[src/rtl/store_pkg.sv]
// Shared types for the narrow-store unit: request size encodings, FSM states
// and the alignment rule that decides whether a request is rejected.
package store_pkg;

  typedef enum logic [1:0] {
    SZ_BYTE = 2'b00,
    SZ_HALF = 2'b01,
    SZ_WORD = 2'b10,
    SZ_RSVD = 2'b11
  } size_t;

  typedef enum logic [2:0] {
    IDLE    = 3'd0,
    RD_REQ  = 3'd1,
    RD_WAIT = 3'd2,
    WRITE   = 3'd3,
    ERR     = 3'd4
  } state_t;

  function automatic logic is_misaligned(input size_t size, input logic [1:0] off);
    case (size)
      SZ_BYTE: is_misaligned = 1'b0;
      SZ_HALF: is_misaligned = off[0];
      SZ_WORD: is_misaligned = (off != 2'b00);
      default: is_misaligned = 1'b1;
    endcase
  endfunction

endpackage

[src/rtl/store_lane_merge.sv]
// Merges store data into a word read from memory; byte lane order chosen by BIG_ENDIAN.
module store_lane_merge
  import store_pkg::*;
#(
  parameter bit BIG_ENDIAN = 1'b1
) (
  input  logic [31:0] word_i,
  input  logic [31:0] data_i,
  input  logic [1:0]  offset_i,
  input  size_t       size_i,
  output logic [31:0] merged_o
);

  localparam logic BE = BIG_ENDIAN;

  always_comb begin
    merged_o = word_i;
    if (size_i == SZ_WORD) begin
      merged_o = data_i;
    end else begin
      // i is the byte address offset inside the word; the slice index maps it to its lane
      for (int i = 0; i < 4; i++) begin
        if (size_i == SZ_BYTE && offset_i == i[1:0]) begin
          merged_o[8*(BE ? 3-i : i) +: 8] = data_i[7:0];
        end
        if (size_i == SZ_HALF && offset_i[1] == i[1]) begin
          merged_o[8*(BE ? 3-i : i) +: 8] = (i[0] != BE) ? data_i[15:8] : data_i[7:0];
        end
      end
    end
  end

endmodule

[src/rtl/store_narrow_unit.sv]
// Byte/half/word store unit over a word-only memory: narrow stores do a
// read-modify-write, misaligned or reserved-size requests are rejected.
module store_narrow_unit
  import store_pkg::*;
#(
  parameter bit BIG_ENDIAN = 1'b1
) (
  input  logic        Clk,
  input  logic        Rst,
  input  logic        req_valid,
  output logic        req_ready,
  input  logic [31:0] req_addr,
  input  logic [31:0] req_data,
  input  logic [1:0]  req_size,
  output logic [31:0] mem_addr,
  output logic        mem_rd_en,
  input  logic        mem_rd_valid,
  input  logic [31:0] mem_rd_data,
  output logic        mem_wr_en,
  output logic [31:0] mem_wr_data,
  output logic        done,
  output logic        misalign_err,
  output state_t      dbg_state
);

  state_t      state_q;
  logic [31:0] addr_q, data_q, rdata_q, mem_addr_q;
  size_t       size_q;
  logic        rd_en_q, wr_en_q, done_q, err_q;
  logic [31:0] merged;

  store_lane_merge #(.BIG_ENDIAN(BIG_ENDIAN)) u_merge (
    .word_i  (rdata_q),
    .data_i  (data_q),
    .offset_i(addr_q[1:0]),
    .size_i  (size_q),
    .merged_o(merged)
  );

  always_ff @(posedge Clk) begin
    if (!Rst) begin
      state_q    <= IDLE;
      addr_q     <= '0;
      data_q     <= '0;
      size_q     <= SZ_BYTE;
      rdata_q    <= '0;
      mem_addr_q <= '0;
      rd_en_q    <= 1'b0;
      wr_en_q    <= 1'b0;
      done_q     <= 1'b0;
      err_q      <= 1'b0;
    end else begin
      // strobes and address live for exactly one cycle unless re-armed below
      rd_en_q    <= 1'b0;
      wr_en_q    <= 1'b0;
      done_q     <= 1'b0;
      err_q      <= 1'b0;
      mem_addr_q <= '0;
      case (state_q)
        IDLE: begin
          if (req_valid) begin
            addr_q <= req_addr;
            data_q <= req_data;
            size_q <= size_t'(req_size);
            if (is_misaligned(size_t'(req_size), req_addr[1:0])) begin
              state_q <= ERR;
              err_q   <= 1'b1;
            end else if (size_t'(req_size) == SZ_WORD) begin
              state_q    <= WRITE;
              wr_en_q    <= 1'b1;
              done_q     <= 1'b1;
              mem_addr_q <= {req_addr[31:2], 2'b00};
            end else begin
              state_q    <= RD_REQ;
              rd_en_q    <= 1'b1;
              mem_addr_q <= {req_addr[31:2], 2'b00};
            end
          end
        end
        RD_REQ:  state_q <= RD_WAIT;
        RD_WAIT: begin
          if (mem_rd_valid) begin
            rdata_q    <= mem_rd_data;
            state_q    <= WRITE;
            wr_en_q    <= 1'b1;
            done_q     <= 1'b1;
            mem_addr_q <= {addr_q[31:2], 2'b00};
          end
        end
        WRITE:   state_q <= IDLE;
        ERR:     state_q <= IDLE;
        default: state_q <= IDLE;
      endcase
    end
  end

  assign req_ready    = (state_q == IDLE);
  assign mem_addr     = mem_addr_q;
  assign mem_rd_en    = rd_en_q;
  assign mem_wr_en    = wr_en_q;
  assign mem_wr_data  = (state_q == WRITE) ? merged : 32'h0;
  assign done         = done_q;
  assign misalign_err = err_q;
  assign dbg_state    = state_q;

endmodule

[config.mk]
export PLATFORM = sky130hd
export DESIGN_NAME = store_narrow_unit
export DESIGN_NICKNAME = d
export VERILOG_FILES = /design/src/rtl/store_pkg.sv /design/src/rtl/store_lane_merge.sv /design/src/rtl/store_narrow_unit.sv
export SDC_FILE = /design/constraint.sdc
export NUM_CORES = 1
export LEC_CHECK = 0
export ABC_AREA = 1
export CORE_ASPECT_RATIO = 0.9
export CORE_MARGIN = 10
export CORE_UTILIZATION = 51
export CTS_BUF_LIST = sky130_fd_sc_hd__clkbuf_16
export DETAILED_ROUTE_END_ITERATION = 10
export PLACE_DENSITY = 0.83
export SLEW_MARGIN = 20
export SYNTH_ARGS = -nofsm -noshare
export SYNTH_HDL_FRONTEND = slang
export SYNTH_HIERARCHICAL = 1
export SYNTH_SLANG_ARGS = --single-unit
[constraint.sdc]
create_clock -name Clk -period 3.7 [get_ports Clk]
set_input_delay 0.925 -clock Clk [delete_from_list [all_inputs] [get_ports Clk]]
set_output_delay 0.925 -clock Clk [all_outputs]
set_load 0.01 [all_outputs]
# Word level (Yosys, flattened, before mapping)

Cells that the tools add are included.

Bits in registers: 136
Input port bits: 102
Logic and storage cells: 71

Equal/unequal tests: 12
Multiplexer cells: 30
Bitwise operators: 4
Reduce and logical (&&, ||, !) cells: 16

Operators by type and width:

| operator           | number |
|---|---|
| $mux 32            | 5 |
| $mux 8             | 8 |
| $pmux 32 s2        | 1 |
| $mux 1             | 9 |
| $mux 3             | 3 |
| $pmux 3 s3         | 1 |
| $eq 2x2->1 const B | 4 |
| $eq 2x1->1 const B | 3 |
| $eq 3x2->1 const B | 2 |
| $logic_and 1x1->1  | 6 |
| $logic_not 2->1    | 3 |
| $reduce_and 2->1   | 3 |
| $ne 2x2->1 const B | 2 |
| $not 1->1          | 4 |
| $reduce_or 4->1    | 1 |
| $eq 3x1->1 const B | 1 |
| $logic_not 3->1    | 1 |
| $pmux 1 s3         | 1 |
| $reduce_and 3->1   | 1 |
| $mux 2             | 1 |
| $pmux 1 s2         | 1 |
| $reduce_bool 2->1  | 1 |

# Depth between registers and ports, before layout

Depth in word-level cells: 8
Depth in mapped cells: 10
Gate-level depth less buffers: 9

# Modules after synthesis

Netlist, hierarchy kept.

Modules (own cells, without submodules):

| module            | instances | cells an instance | area an instance (sq um) | seq. area each (sq um) |
|---|---|---|---|---|
| store_narrow_unit | 1         | 669               | 5018.6                   | 2682.6 |
| store_lane_merge  | 1         | 224               | 998.5                    | 0.0 |

# Worst setup path after synthesis

OpenSTA, ideal clock, no wires.

Kind: reg2out
Start: reg size_q[1]
End: out mem_wr_data[6]
Arrival: 1.283 ns
Required time: 2.775 ns
Path slack: 1.492 ns
Cell stages (with the launch flop): 10
Cells stage by stage: dfxtp_1 -> inv_1 -> nor2_4 -> inv_4 -> o21ai_4 -> buf_6 -> nand2_1 -> o21ai_0 -> inv_1 -> nor2_1

Longest elaborated chain between the ends: 6
Elaborated cells between the ends (all ways): 9
Those cells by class: eq/ne (2); mux (4); reduce/logical (3)

RTL lines:

| what                   | line                     | RTL |
|---|---|---|
| from (decl)            | store_narrow_unit.sv:28  | `size_t size_q;` |
| from (signal assigned) | store_narrow_unit.sv:64  | `size_q <= size_t'(req_size);` |
| $logic_not 2->1        | store_lane_merge.sv:23   | `if (size_i == SZ_BYTE && offset_i == i[1:0]) begin` |
| $logic_and 1x1->1      | store_lane_merge.sv:23   |  |
| $mux 8                 | store_lane_merge.sv:23   |  |
| $mux 8                 | store_lane_merge.sv:26   | `if (size_i == SZ_HALF && offset_i[1] == i[1]) begin` |
| $mux 32 *              | store_lane_merge.sv:18   | `if (size_i == SZ_WORD) begin` |
| net merged[6]          | store_narrow_unit.sv:30  | `logic [31:0] merged;` |
| $mux 32 *              | store_narrow_unit.sv:101 | `assign mem_wr_data = (state_q == WRITE) ? merged : 32'h0;` |
| to (decl)              | store_narrow_unit.sv:20  | `output logic [31:0] mem_wr_data,` |

Mark *: on every way through the listed nets, which the timed path passes. The rest lies on a longest branch.

# Worst setup path after layout

Start: reg size_q[1]
End: out mem_wr_data[13]

The elaborated chain is that of the path after synthesis.

==> impl_metrics.env <==
export IMPL_min_from="addr_q[29]"
export IMPL_core_sq_um=11500
export IMPL_rows=37
export IMPL_whs_ps=460
export IMPL_final_hold_viol_count=0
export IMPL_crit_path_start_kind="flop"
export IMPL_firstDrtPassIters=5
export IMPL_ys_ff_latch=134
export IMPL_drv_slew=0
export IMPL_ir_worst_vdd_v=0.000293
export IMPL_drt_antenna_violating_nets=0
export IMPL_cts_buffers=17
export IMPL_yosysTopAreaCell="dfxtp_1"
export IMPL_pwr_density_cell_nw_per_um2=476
export IMPL_port_buffer_count=171
export IMPL_period_share_pct=95.1
export IMPL_placed_cell_area_sq_um=7750
export IMPL_rsz0062_at_grt="no"
export IMPL_fmax_mhz=284
export IMPL_viasPerCell=5.13
export IMPL_worstPathArrival_ps=2590
export IMPL_hpwl_microns=13100
export IMPL_path_class="reg2out"
export IMPL_design_area_sq_um=8360
export IMPL_relSlewSlack_pct=65.9
export IMPL_synth_cell_type_count=25
export IMPL_clockRootBuffer="clkbuf_16"
export IMPL_syn_area_per_cell_sq_um=6.74
export IMPL_fin_crit_ps=3520
export IMPL_grt_pass1_wl_microns=29100
export IMPL_ioPinCount=174
export IMPL_clk_path_buf_depth=2
export IMPL_cts_resized_gates=0
export IMPL_yosys_warnings=6
export IMPL_fin_tns_setup_ps=0
export IMPL_synth_top_area_share_pct=44.6
export IMPL_min_path_type="reg2reg"
export IMPL_final_util_pct=72.9
export IMPL_status="completed"
export IMPL_critPathMaxFanout=18
export IMPL_synth_area_sq_um=6020
export IMPL_maxCapViolCount=0
export IMPL_end_kind="primary output"
export IMPL_grt_max_degree=46
export IMPL_initial_core_util_pct=52.4
export IMPL_finalNetCount=1144
export IMPL_htreeDepth=4
export IMPL_post_cts_buffers=0
export IMPL_fill_cells=967
export IMPL_ys_seq_area_share_pct=44.6
export IMPL_die_h_microns=123
export IMPL_overflow=0
export IMPL_drive_above_1_share_pct=5.69
export IMPL_cts_tree="done"
export IMPL_clk_latency_ps=420
export IMPL_wl_microns=18600
export IMPL_fin_cells=1212
export IMPL_hold_buffers=0
export IMPL_grt_usage_pct=21.8
export IMPL_gp_congestion=0.892
export IMPL_total_leakage_power_uw=0.00331
export IMPL_area_growth_pct=39.0
export IMPL_die_area_sq_um=16500
export IMPL_cts_clk_slew_worst_paths_ps=60
export IMPL_drc=0
export IMPL_placed_cells=1179
export IMPL_r2r_start="dbg_state[1]"
export IMPL_crit_required_ps=2770
export IMPL_synth_area_leaders="dfxtp_1 45%, nand2_1 17%, a21oi_1 7.7%"
export IMPL_worstSetupStartpoint="size_q[1]"
export IMPL_antenna_found_initial=1
export IMPL_cts_sink_count=134
export IMPL_setup_violations=0
export IMPL_fin_skew_ps=4.75
export IMPL_die_x_microns=134
export IMPL_worst_pin_slew_ps=511
export IMPL_syn_inst=893
export IMPL_vias=6218
export IMPL_wire_per_inst_microns=15.3
export IMPL_first_iter_violations=493
export IMPL_first_global_vias=5820
==> path summary, 6_finish.rpt <==
check / end / slack, ps / cells past startpoint
worst max-delay path: mem_wr_data[13] / 180 / 9
worst max register to register: addr_q[7] / 1810 / 8
worst min register to register: addr_q[29] / 460 / 2
worst min-delay path: addr_q[29] / 460 / 2
==> placed cells by master, fill, tap and decap left out, drive strengths merged, types with 8 or more instances in the layout <==
master and count:
clkbuf 17, a21oi 94, dfxtp 134, o21ai 46, clkdlybuf4s50 171, inv 91
nand2 273, nor2 115, buf 14, nand3 75, nand3b 8
==> registers in the layout (all words and copies together) (netlist names) <==
name	flops
data_q	32
size_q	2
addr_q	32
mem_rd_en	1
misalign_err	1
done	1
mem_addr	30
rdata_q	32
dbg_state	3
==> synthesized netlist by cell type, drive strengths merged <==
library cell / n
conb: 1
clkbuf: 21
a21oi: 94
nor3: 3
nor2: 115
buf: 35
dfxtp: 134
nand4: 1
nand3: 75
o21ai: 46
nand2: 273
inv: 87
nand3b: 8
==> through the flow <==
step | power (uW) | worst slack (ps)
CTS | 3980 | 81.3
detailed placement | 2240 | 527
global route | 4140 | 23.7
floorplan | 2000 | 1490
global placement | 2230 | 609
finish | 3980 | 181
==> per-layer routing <==
metal | global-route usage [%] | routed length (microns) | share of wire [%] | vias up
met5 | 0 | 0 | 0 | -
met1 | 25.3 | 7690 | 41 | 2837
met2 | 35.8 | 8620 | 46 | 251
met4 | 7.88 | 451 | 2.4 | 0
met3 | 8.96 | 1810 | 9.8 | 31
li1 | - | - | - | 3099
==> report_power, final <==
part	internal, uW	switching [uW]	leakage (uW)
logic	261	366	0.00191
registers	1530	64.8	0.00110
clock network	1120	638	0.000299
==> area by class of cell <==
| cell class | count | area [sq um] | share of cell area (%) |
|---|---|---|---|
| inverter | 87 | 329 | 3.93 |
| clock buffer | 17 | 425 | 5.09 |
| clock inverter | 15 | 185 | 2.21 |
| tap | 156 | 195 | 2.33 |
| sequential | 134 | 2680 | 32.1 |
| multi-input combinational | 617 | 2700 | 32.3 |
| antenna | 1 | 2.50 | 0.0299 |
| timing repair buffer | 185 | 1840 | 22.0 |
==> cell families (layout without fill, tap and decap cells) <==
kind of cell,count (synthesis),after routing,share of synthesized area (%)
AND/OR/NAND/NOR,475,475,32.8
buffers and inverters,143,304,10.6
other,1,3,0.0623
flip-flops,134,134,44.6
AO/OA/AOI/OAI,140,140,12.0
==> worst max-delay path: stages, from the launching register on <==
cell and delay, ps:
dfxtp_1 380, inv_1 110, nor2_4 410, a21oi_4 130, inv_1 270, nand2_1 80
nand2_1 80, inv_1 50, nor2_1 90, clkdlybuf4s50_1 570
Power figures use the tool's default switching activity.
